$ cat src/rtl/spi_cfg_master_if.sv
// -----------------------------------------------------------------------------
// spi_cfg_master_if
//   Command interface between the two internal requesters and spi_cfg_master.
//
//   Handshake: a requester raises reqN_valid with reqN_addr/reqN_data stable
//   and keeps all three stable until the cycle in which reqN_valid && reqN_ready
//   are both high at a rising clk edge; that edge is the accept. reqN_ready is
//   combinational and may depend on reqN_valid. Payload is sampled only at the
//   accept edge.
//
//   Signals (per requester N = 0, 1):
//     reqN_valid  requester -> master  write command pending
//     reqN_ready  master -> requester  command accepted on this edge if valid
//     reqN_addr   requester -> master  7-bit target register address
//     reqN_data   requester -> master  8-bit write data
//
//   Modports:
//     master : requester side (drives valid/addr/data)
//     slave  : spi_cfg_master side (drives ready)
// -----------------------------------------------------------------------------
interface spi_cfg_master_if;
  logic       req0_valid;
  logic       req0_ready;
  logic [6:0] req0_addr;
  logic [7:0] req0_data;

  logic       req1_valid;
  logic       req1_ready;
  logic [6:0] req1_addr;
  logic [7:0] req1_data;

  modport master (
    output req0_valid, req0_addr, req0_data,
    output req1_valid, req1_addr, req1_data,
    input  req0_ready, req1_ready
  );

  modport slave (
    input  req0_valid, req0_addr, req0_data,
    input  req1_valid, req1_addr, req1_data,
    output req0_ready, req1_ready
  );
endinterface

$ cat src/rtl/spi_cfg_master.sv
// -----------------------------------------------------------------------------
// spi_cfg_master
//   Writes the peripheral configuration registers over a 3-wire SPI link
//   (nCS/SCLK/COPI). Two requesters share the block through a round-robin
//   arbiter; each accepted command becomes one 16-bit frame:
//     bit15 = 1 (write), bits14:8 = addr, bits7:0 = data, sent MSB first.
//   Commands with addr > MAX_ADDR are dropped with a one-cycle err pulse and
//   never touch the bus.
//
//   Frame timing (H = CLK_DIV clk cycles):
//     SETUP H | 16 x SHIFT_HI H, with 15 SHIFT_LO H between them | HOLD H
//     then nCS high; GAP plus the following IDLE cycle give 2*H of nCS high
//     before the next frame can pull nCS low again.
//   CLK_DIV must be >= 4: the slave resynchronises SCLK/nCS through two flops
//   and an edge detector, so every level has to persist at least that long.
//
// Ports:
//   clk        in   system clock
//   rst_n      in   asynchronous active-low reset
//   req        slave modport of spi_cfg_master_if (two valid/ready channels)
//   busy       out  frame or inter-frame gap in progress
//   done       out  one-cycle pulse on the cycle nCS returns high
//   err        out  one-cycle pulse after an out-of-range command is accepted
//   nCS        out  chip select, active low
//   SCLK       out  serial clock, idle low
//   COPI       out  serial data, changes only while SCLK is low
//   dbg_state  out  current FSM state encoding (state_t below)
// -----------------------------------------------------------------------------
module spi_cfg_master #(
  parameter int CLK_DIV  = 4,
  parameter int MAX_ADDR = 4
) (
  input  logic                   clk,
  input  logic                   rst_n,
  spi_cfg_master_if.slave        req,
  output logic                   busy,
  output logic                   done,
  output logic                   err,
  output logic                   nCS,
  output logic                   SCLK,
  output logic                   COPI,
  output logic [2:0]             dbg_state
);

  localparam int CW = $clog2(2 * CLK_DIV + 1);

  // Last cycle index of a CLK_DIV-long phase.
  localparam logic [CW-1:0] PHASE_LAST = CW'(CLK_DIV - 1);
  // GAP occupies 2*CLK_DIV-1 cycles; the IDLE cycle that follows (where the
  // next command can be accepted) still has nCS high, completing 2*CLK_DIV.
  localparam logic [CW-1:0] GAP_LAST   = CW'(2 * CLK_DIV - 2);
  localparam logic [6:0]    ADDR_MAX   = 7'(MAX_ADDR);
  localparam logic [4:0]    LAST_BIT   = 5'd15;

  typedef enum logic [2:0] {
    IDLE     = 3'd0,
    SETUP    = 3'd1,
    SHIFT_HI = 3'd2,
    SHIFT_LO = 3'd3,
    HOLD     = 3'd4,
    GAP      = 3'd5
  } state_t;

  state_t        state, state_nx;
  logic [CW-1:0] phase_cnt, phase_cnt_nx;
  logic [4:0]    bit_cnt, bit_cnt_nx;
  logic [15:0]   shreg, shreg_nx;
  logic          last, last_nx;   // 1: req1 was the most recent accept
  logic          busy_nx, done_nx, err_nx, ncs_nx, sclk_nx;

  logic          grant0, grant1;
  logic          accept;
  logic          sel1;
  logic [6:0]    sel_addr;
  logic [7:0]    sel_data;
  logic          phase_end;
  logic          gap_end;

  // ---------------------------------------------------------------------------
  // Arbitration: a lone valid requester wins; on a tie the requester that was
  // not accepted last wins. Readies only exist in IDLE.
  // ---------------------------------------------------------------------------
  always_comb begin
    grant0 = req.req0_valid && (!req.req1_valid || last);
    grant1 = req.req1_valid && (!req.req0_valid || !last);
  end

  assign req.req0_ready = (state == IDLE) && grant0;
  assign req.req1_ready = (state == IDLE) && grant1;

  assign accept   = (req.req0_valid && req.req0_ready) ||
                    (req.req1_valid && req.req1_ready);
  assign sel1     = grant1;
  assign sel_addr = sel1 ? req.req1_addr : req.req0_addr;
  assign sel_data = sel1 ? req.req1_data : req.req0_data;

  assign phase_end = (phase_cnt == PHASE_LAST);
  assign gap_end   = (phase_cnt == GAP_LAST);

  // COPI is the MSB of the shift register. Zeros are shifted in, so after the
  // sixteenth shift the register is empty and COPI rests at 0 for HOLD and
  // IDLE without a separate data path.
  assign COPI      = shreg[15];
  assign dbg_state = state;

  // ---------------------------------------------------------------------------
  // Next-state and next-output logic. Every registered output is computed
  // here from the transition, so outputs change on the same edge as state.
  // ---------------------------------------------------------------------------
  always_comb begin
    state_nx     = state;
    phase_cnt_nx = phase_cnt;
    bit_cnt_nx   = bit_cnt;
    shreg_nx     = shreg;
    last_nx      = last;
    busy_nx      = busy;
    done_nx      = 1'b0;
    err_nx       = 1'b0;
    ncs_nx       = nCS;
    sclk_nx      = SCLK;

    case (state)
      IDLE: begin
        if (accept) begin
          // Pointer moves on every accept, rejected commands included.
          last_nx = sel1;
          if (sel_addr > ADDR_MAX) begin
            err_nx = 1'b1;
          end else begin
            state_nx     = SETUP;
            phase_cnt_nx = '0;
            bit_cnt_nx   = '0;
            shreg_nx     = {1'b1, sel_addr, sel_data};
            ncs_nx       = 1'b0;
            sclk_nx      = 1'b0;
            busy_nx      = 1'b1;
          end
        end
      end

      SETUP: begin
        if (phase_end) begin
          state_nx     = SHIFT_HI;
          phase_cnt_nx = '0;
          sclk_nx      = 1'b1;
        end else begin
          phase_cnt_nx = phase_cnt + CW'(1);
        end
      end

      SHIFT_HI: begin
        if (phase_end) begin
          phase_cnt_nx = '0;
          bit_cnt_nx   = bit_cnt + 5'd1;
          sclk_nx      = 1'b0;
          // Next bit appears together with the falling SCLK edge.
          shreg_nx     = {shreg[14:0], 1'b0};
          if (bit_cnt == LAST_BIT) begin
            state_nx = HOLD;
          end else begin
            state_nx = SHIFT_LO;
          end
        end else begin
          phase_cnt_nx = phase_cnt + CW'(1);
        end
      end

      SHIFT_LO: begin
        if (phase_end) begin
          state_nx     = SHIFT_HI;
          phase_cnt_nx = '0;
          sclk_nx      = 1'b1;
        end else begin
          phase_cnt_nx = phase_cnt + CW'(1);
        end
      end

      HOLD: begin
        if (phase_end) begin
          state_nx     = GAP;
          phase_cnt_nx = '0;
          ncs_nx       = 1'b1;
          done_nx      = 1'b1;
        end else begin
          phase_cnt_nx = phase_cnt + CW'(1);
        end
      end

      GAP: begin
        if (gap_end) begin
          state_nx     = IDLE;
          phase_cnt_nx = '0;
          bit_cnt_nx   = '0;
          busy_nx      = 1'b0;
        end else begin
          phase_cnt_nx = phase_cnt + CW'(1);
        end
      end

      default: begin
        state_nx     = IDLE;
        phase_cnt_nx = '0;
        bit_cnt_nx   = '0;
        shreg_nx     = '0;
        busy_nx      = 1'b0;
        ncs_nx       = 1'b1;
        sclk_nx      = 1'b0;
      end
    endcase
  end

  // ---------------------------------------------------------------------------
  // State and output registers. Reset drops any frame in flight: the bus
  // returns to idle immediately and no done is produced.
  // ---------------------------------------------------------------------------
  always_ff @(posedge clk or negedge rst_n) begin
    if (!rst_n) begin
      state     <= IDLE;
      phase_cnt <= '0;
      bit_cnt   <= '0;
      shreg     <= '0;
      last      <= 1'b1;
      busy      <= 1'b0;
      done      <= 1'b0;
      err       <= 1'b0;
      nCS       <= 1'b1;
      SCLK      <= 1'b0;
    end else begin
      state     <= state_nx;
      phase_cnt <= phase_cnt_nx;
      bit_cnt   <= bit_cnt_nx;
      shreg     <= shreg_nx;
      last      <= last_nx;
      busy      <= busy_nx;
      done      <= done_nx;
      err       <= err_nx;
      nCS       <= ncs_nx;
      SCLK      <= sclk_nx;
    end
  end

endmodule

$ cat src/flat_wrapper.sv
// flat-port wrapper written by rule: the top's interface ports become plain ports
module spi_cfg_master_flat 
#(
  parameter int CLK_DIV  = 4,
  parameter int MAX_ADDR = 4
)
  (clk, rst_n, busy, done, err, nCS, SCLK, COPI, dbg_state, req_req0_valid, req_req0_addr, req_req0_data, req_req1_valid, req_req1_addr, req_req1_data, req_req0_ready, req_req1_ready);
  spi_cfg_master_if req_i ();
  input  logic clk;
  input  logic rst_n;
  output logic busy;
  output logic done;
  output logic err;
  output logic nCS;
  output logic SCLK;
  output logic COPI;
  output logic [2:0] dbg_state;
  input wire logic [$bits(req_i.req0_valid)-1:0] req_req0_valid;
  input wire logic [$bits(req_i.req0_addr)-1:0] req_req0_addr;
  input wire logic [$bits(req_i.req0_data)-1:0] req_req0_data;
  input wire logic [$bits(req_i.req1_valid)-1:0] req_req1_valid;
  input wire logic [$bits(req_i.req1_addr)-1:0] req_req1_addr;
  input wire logic [$bits(req_i.req1_data)-1:0] req_req1_data;
  output wire logic [$bits(req_i.req0_ready)-1:0] req_req0_ready;
  output wire logic [$bits(req_i.req1_ready)-1:0] req_req1_ready;
  assign req_i.req0_valid = req_req0_valid;
  assign req_i.req0_addr = req_req0_addr;
  assign req_i.req0_data = req_req0_data;
  assign req_i.req1_valid = req_req1_valid;
  assign req_i.req1_addr = req_req1_addr;
  assign req_i.req1_data = req_req1_data;
  assign req_req0_ready = req_i.req0_ready;
  assign req_req1_ready = req_i.req1_ready;
  spi_cfg_master #(.CLK_DIV(CLK_DIV), .MAX_ADDR(MAX_ADDR)) u_core (.clk(clk), .rst_n(rst_n), .req(req_i), .busy(busy), .done(done), .err(err), .nCS(nCS), .SCLK(SCLK), .COPI(COPI), .dbg_state(dbg_state));
endmodule
$ cat config.mk
export PLATFORM = sky130hd
export DESIGN_NAME = spi_cfg_master_flat
export DESIGN_NICKNAME = d
export VERILOG_FILES = /design/src/rtl/spi_cfg_master_if.sv /design/src/rtl/spi_cfg_master.sv /design/src/flat_wrapper.sv
export SDC_FILE = /design/constraint.sdc
export NUM_CORES = 1
export LEC_CHECK = 0
export CAP_MARGIN = 40
export CORE_UTILIZATION = 54
export DETAILED_ROUTE_END_ITERATION = 10
export MAX_ROUTING_LAYER = met4
export PLACE_DENSITY_LB_ADDON = 0.2
export RECOVER_POWER = 100
export SYNTH_ARGS = -nofsm -noshare
export SYNTH_HDL_FRONTEND = slang
export SYNTH_SLANG_ARGS = --single-unit
$ cat constraint.sdc
create_clock -name clk -period 4.2 [get_ports clk]
set_clock_uncertainty 0.2 [all_clocks]
set_input_delay 1.26 -clock clk [delete_from_list [all_inputs] [get_ports clk]]
set_output_delay 1.26 -clock clk [all_outputs]
set_load 0.02 [all_outputs]
==> results by group, run 1 <==
STA
  – Final setup viols: 0
  – RSZ-0062 raised after global routing: no
  – Setup TNS: 0 ns
  – Max Slew Vio Count: 35
  – Worst setup margin: 0.109 ns
  – Hold Fails Final Rpt: 0
  – Final Cycle Share: 97.4%
  – Worst Max-Slew Pin Slew: 1.80 ns
  – Max Clk Rate: 244 MHz
  – Worst slew margin: -20.3%
  – Fin crit period: 4.09 ns

Die
  – Die Wd: 63.6 um
  – # IOs: 45
  – Core area: 0.00366 mm^2
  – Initial core utilization: 56.0%
  – Die area: 0.00405 mm^2
  – Row count: 22
  – Die Ht: 63.6 um

Global routing
  – Initial antenna violation count: 0
  – Largest net degree at the start of global routing: 35
  – Vias in the first global route: 1,630
  – First-pass GRT wire length: 7670 um
  – Tot GR Track Use: 25.5%
  – Congestion Overflow GR: 0

Layout
  – Layout Utilization: 69.9%
  – Diode count: 0
  – Reg area: 853 um^2
  – Fin area: 0.00256 mm^2
  – Fraction of layout cells with a size suffix above 1: 10.8%
  – Fill count: 309
  – Synthesis-to-layout area growth: 24.8%
  – Multi-input gate area: 0.00106 mm^2
  – Nets: 287

Pwr
  – Pwr Density: 249 mW/mm^2
  – Peak VDD IR: 0.191 mV
  – P_sw: 140 uW
  – Sw frac: 22.0%
  – Internal power: 498 uW
  – Pwr Total: 638 uW
  – Flop pwr share: 51.6%
  – Pleak: 1.17 nW
  – Clock share of power: 39.0%
  – Comb power frac: 9.4%

Clock tree
  – CTS sink count: 34
  – Max Root-Sink Buffers: 2
  – TritonCTS clock tree: built
  – H-tree levels: 2
  – CTS root buf: clkbuf_8
  – Clock Pin Slew Worst Setup and Hold Paths: 0.07 ns
  – Num CTS Buffers: 5
  – Worst-Skew Late Latency: 0.29 ns
  – Number of setup buffers added after CTS: 0

Yosys
  – Post-synth EDFFs: 0
  – Synth async-reset ratio: 100%
  – Yosys reg bits: 34
  – Yosys warns: 0
  – Synth Net Count: 242
  – Post-synth top flop: dfrtp_1
  – Post-synthesis cell count: 204
  – Yosys cell types: 51
  – Largest cells by area after synthesis: dfrtp_1 (39%), mux2i_1 (7.3%), mux2_4 (6.6%)
  – Largest area contributor in the netlist: dfrtp_1
  – Top cells by count, synth: dfrtp_1 (32), nand2_1 (26), o21ai_0 (24), mux2i_1 (15)
  – Post-synth top area share: 39.0%
  – Netlist Area Pre-Place: 0.00205 mm^2
  – Most frequent cell after synthesis: dfrtp_1
  – Syn_area_per_cell: 10.1 um^2
  – Seq/Total Area, Yosys: 41.6%

Critical path
  – Most used cell, CP: clkdlybuf4s50_1
  – WP depth: 4
  – Startpoint types: primary input
  – Slowest stage delay, CP: 0.59 ns
  – Buf/Inv on CP: 2
  – Slowest cell on the critical path: clkdlybuf4s50_1
  – Cell Chain, Critical Path: clkdlybuf4s50_1 > a21boi_2 > and2_1 > clkdlybuf4s50_1
  – Worst endpoint required time: 2.74 ns
  – R2r endpoint: u_core.shreg[14]
  – R2r startpoint: u_core.phase_cnt[1]
  – Worst EP arrival: 2.63 ns
  – CP Capture Type: output pin
  – Reg2Reg Depth: 5
  – WS Path Type: in -> out
  – Worst R2R Setup Slack: 1.68 ns
  – CP max FO: 4
  – CP top delay family: buffers and inverters

Drt
  – WL per Instance: 14.6 um
  – Vias per cell: 5.63
  – Routed WL: 4340 um
  – Number of routed nets with antenna violations: 0
  – DRC Markers: 0
  – Via count: 1,679
  – DRT iter0 DRCs: 96
  – First-pass iteration count of the detailed router: 4

Worst hold path
  – Hold Path Sink: u_core.bit_cnt[4]
  – Tightest Hold Check Type: reg -> reg
  – Worst Min Path Start: u_core.bit_cnt[4]
  – Hold-critical path depth: 1

Run
  – Number of max-cap violations: 1

Place
  – Post-DP Area: 0.00253 mm^2
  – HPWL after detailed placement: 3160 um
  – Count of input and output buffers: 44
  – Pre-CTS WS: 0.111 ns
  – GPL Wtd Cong: 0.850

Outcome
  – Outcome: finished, violations left
  – Failing checks: max-capacitance violations, max-slew violations
[worst max-delay path by stage]
| stage | startpoint | end |
|---|---|---|
| 5_1_grt | req_req0_valid | req_req1_ready |
| 6_report | req_req0_valid | req_req1_ready |
| 3_5_place_dp | req_req0_valid | req_req1_ready |
| 4_1_cts | req_req1_valid | req_req1_ready |
| 3_3_place_gp | req_req0_valid | req_req1_ready |
| 2_1_floorplan | req_req1_valid | req_req1_ready |
[through the flow]
step	hold slack (ns)	std cells
3_5_place_dp	0.274	290
2_1_floorplan	0.256	204
5_1_grt	0.310	298
6_report	0.291	298
3_3_place_gp	0.275	290
4_1_cts	0.295	298
[layer usage]
layer	track usage, %	up-vias	share of wire [%]
li1	-	829	-
met1	32.2	806	46
met2	40.0	37	49
met3	6.34	7	3.8
met4	7.95	0	1.3
met5	-	-	0
[area by class of cell]
cell class,instances,share of cell area (%)
Clock buffer,7,3.37
Tap cell,48,2.35
Clock inverter,1,0.196
Inverter,7,1.03
Multi-Input combinational cell,152,41.4
Sequential cell,34,33.3
Timing Repair Buffer,49,18.3
[worst register-to-register path, stage by stage, from the launching register on]
cell	delay, ns
dfrtp_1	0.42
ha_1	0.23
or3b_1	0.39
a21oi_4	0.10
o211ai_2	0.66
mux2_2	0.42
[registers in the layout, indices dropped and copies added, names as in the netlist]
register and count:
u_core.phase_cnt 4, u_core.done 1, u_core.SCLK 1, u_core.busy 1, u_core.shreg 16, u_core.last 1
u_core.nCS 1, u_core.dbg_state 3, u_core.err 1, u_core.bit_cnt 5
[power groups by stage]
stage               combinational [mW]  clock (mW)  sequential (mW)
floorplan                       0.0178           0            0.335
global placement                0.0605           0            0.335
detailed placement              0.0612           0            0.335
CTS                             0.0614       0.255            0.329
global route                    0.0663       0.270            0.329
finish                          0.0600       0.249            0.329
[cell families (layout without fill, tap and decap cells)]
family	count (synthesis)	after routing	synth area share, %
buffers and inverters	18	64	4.57
flip-flops	34	34	41.6
AND/OR/NAND/NOR	63	63	15.4
AO/OA/AOI/OAI	55	55	18.8
multiplexers	30	30	17.2
adder cells (fa/ha/maj)	4	4	2.44
[cells in the final DEF (no fill, tap or decap), drive strengths merged, types with 4 or more instances in the layout]
cell type	instances
o21ai	25
inv	7
ha	4
dfrtp	32
nor2	10
nand3	7
a21o	4
dlygate4sd3	11
clkdlybuf4s50	32
mux2	15
clkbuf	9
a21oi	5
buf	4
nand2	26
mux2i	15
[repair_timing]
action | CTS | global route
gates resized for setup | 0 | 1
endpoints found under the setup margin | 0 | 1
hold buffers | 0 | 0
Power figures use the tool's default switching activity.
==> run 2, diff against run 1 <==
--- a/config.mk
+++ b/config.mk
@@ -8,9 +8,11 @@
 export CAP_MARGIN = 40
 export CORE_UTILIZATION = 54
 export DETAILED_ROUTE_END_ITERATION = 10
+export GPL_ROUTABILITY_DRIVEN = 0
 export MAX_ROUTING_LAYER = met4
 export PLACE_DENSITY_LB_ADDON = 0.2
 export RECOVER_POWER = 100
+export SETUP_SLACK_MARGIN = 0.2
 export SYNTH_ARGS = -nofsm -noshare
 export SYNTH_HDL_FRONTEND = slang
 export SYNTH_SLANG_ARGS = --single-unit
==> results by group, run 2 (same netlist as run 1, synthesis figures left out) <==
Layout
  – Largest regs: u_core.shreg: 16 flops, u_core.bit_cnt: 5 flops, u_core.phase_cnt: 4 flops
  – Nets: 287 (unchanged)
  – Largest register FFs: 16 (unchanged)
  – Fraction of layout cells with a size suffix above 1: 10.4% (-0.40 points)
  – Most frequent cells in the layout: dfrtp_1 (32), clkdlybuf4s50_1 (31), nand2_1 (26)
  – Non-Filler Instances: 298 (unchanged)
  – Layout Utilization: 69.9% (unchanged)
  – Synthesis-to-layout area growth: 24.8% (unchanged)
  – Largest register by flop count: u_core.shreg
  – Diode count: 0 (unchanged)
  – Commonest non-fill, non-tap cell in the layout: dfrtp_1

Critical path
  – Worst EP arrival: 2.43 ns (-0.20 ns)
  – WS Path Type: in -> out
  – Startpoint types: primary input
  – Slowest cell on the critical path: dlygate4sd3_1
  – Reg2Reg Depth: 5 (unchanged)
  – CP Capture Type: output pin
  – Worst endpoint required time: 2.74 ns (about the same)
  – Buf/Inv on CP: 2 (unchanged)
  – CP max FO: 2 (-2)
  – CP top delay family: buffers and inverters
  – Cell Chain, Critical Path: dlygate4sd3_1 > a21boi_2 > and2_0 > dlygate4sd2_1
  – Slowest stage delay, CP: 0.55 ns (-0.04 ns)
  – WP depth: 4 (unchanged)

STA
  – Final Cycle Share: 92.7% (-4.7 points)
  – Fin crit period: 3.89 ns (-0.198 ns)
  – Max Clk Rate: 257 MHz (+5.1%)
  – Hold Fails Final Rpt: 0 (unchanged)
  – Worst Max-Slew Pin Slew: 1.80 ns (-0.00257 ns)
  – Max Slew Vio Count: 35 (unchanged)
  – Worst slew margin: -20.1% (+0.17 points)
  – Final setup viols: 0 (unchanged)
  – RSZ-0062 raised after global routing: no
  – Setup TNS: 0 ns (unchanged)

Clock tree
  – Num CTS Buffers: 5 (unchanged)
  – Max Root-Sink Buffers: 2 (unchanged)
  – CTS root buf: clkbuf_8
  – Clock Pin Slew Worst Setup and Hold Paths: 0.07 ns (about the same)
  – CTS sink count: 34 (unchanged)
  – Number of setup buffers added after CTS: 0 (unchanged)
  – H-tree levels: 2 (unchanged)
  – TritonCTS clock tree: built
  – Worst-Skew Late Latency: 0.29 ns (about the same)

Drt
  – WL per Instance: 14.5 um (-0.53%)
  – First-pass iteration count of the detailed router: 4 (unchanged)
  – Via count: 1,676 (-0.18%)
  – Number of routed nets with antenna violations: 0 (unchanged)
  – Vias per cell: 5.62 (-0.18%)
  – DRC Markers: 0 (unchanged)
  – DRT iter0 DRCs: 124 (+29%)
  – Routed WL: 4320 um (-0.53%)

Pwr
  – Pwr Density: 249 mW/mm^2 (-0.16%)
  – Pwr Total: 637 uW (-0.16%)
  – Pleak: 1.18 nW (+0.62%)
  – Peak VDD IR: 0.191 mV (about the same)

Place
  – HPWL after detailed placement: 3160 um (unchanged)
  – Count of input and output buffers: 44 (unchanged)
  – Dpl cells: 290 (unchanged)

Global routing
  – Largest net degree at the start of global routing: 35 (unchanged)
  – Congestion Overflow GR: 0 (unchanged)
  – Initial antenna violation count: 0 (unchanged)
  – Tot GR Track Use: 25.4% (-0.040 points)
  – First-pass GRT wire length: 7660 um (-0.17%)
  – Vias in the first global route: 1,627 (-0.18%)

Die
  – Die Wd: 63.6 um (unchanged)
  – Die area: 0.00405 mm^2 (unchanged)
  – Core area: 0.00366 mm^2 (unchanged)
  – Initial core utilization: 56.0% (unchanged)
  – Die Ht: 63.6 um (unchanged)
  – # IOs: 45 (unchanged)
  – Row count: 22 (unchanged)

Worst hold path
  – Tightest Hold Check Type: reg -> reg
  – Hold-critical path depth: 1 (unchanged)

Outcome
  – Failing checks: max-capacitance violations, max-slew violations
  – Outcome: finished, violations left

Run
  – Number of max-cap violations: 1 (unchanged)
run 2: through the flow:
| step | hold slack, ns | worst slack [ns] | instance area [um^2] |
|---|---|---|---|
| 2_1_floorplan | 0.256 | 0.650 | 2050 |
| 3_3_place_gp | 0.275 | 0.117 | 2530 |
| 3_5_place_dp | 0.274 | 0.111 | 2530 |
| 4_1_cts | 0.295 | 0.378 | 2620 |
| 5_1_grt | 0.310 | 0.235 | 2560 |
| 6_report | 0.291 | 0.306 | 2560 |
run 2: timing repair:
action | in CTS | in global routing
setup endpoints to repair | 2 | 0
gates resized for setup | 2 | 0
hold buffers | 0 | 0
endpoints found under the hold margin | 0 | 0
run 2: metal layers:
metal / vias up / global-route usage [%] / share of wire (%)
li1: 829 / - / -
met1: 800 / 32.2 / 46
met2: 40 / 39.9 / 49
met3: 7 / 6.34 / 4.3
met4: 0 / 7.95 / 1.3
met5: - / - / 0
run 2: power by group:
group	internal [mW]	switching, mW	total, mW
sequential	0.328	0.000752	0.329
clock	0.132	0.116	0.248
combinational	0.0368	0.0227	0.0595
total	0.497	0.140	0.637
run 2: cell type report:
type	instances	area, um^2
Clock buffer	7	86.3
Clock inverter	1	5.00
Fill cell	312	1100
Inverter	7	26.3
Multi-Input combinational cell	152	1060
Sequential cell	34	853
Tap cell	48	60.1
Timing Repair Buffer	49	468
run 2: path summary, 6_finish.rpt:
check	startpoint	end	slack, ns
min in group asynchronous	rst_n	u_core.shreg[14]	1.79
hold / removal	u_core.bit_cnt[4]	u_core.bit_cnt[4]	0.29
setup / recovery	req_req1_valid	req_req1_ready	0.31
hold reg to reg	u_core.bit_cnt[4]	u_core.bit_cnt[4]	0.29
max in group asynchronous	rst_n	u_core.bit_cnt[2]	0.97
setup reg to reg	u_core.phase_cnt[1]	u_core.shreg[14]	1.68
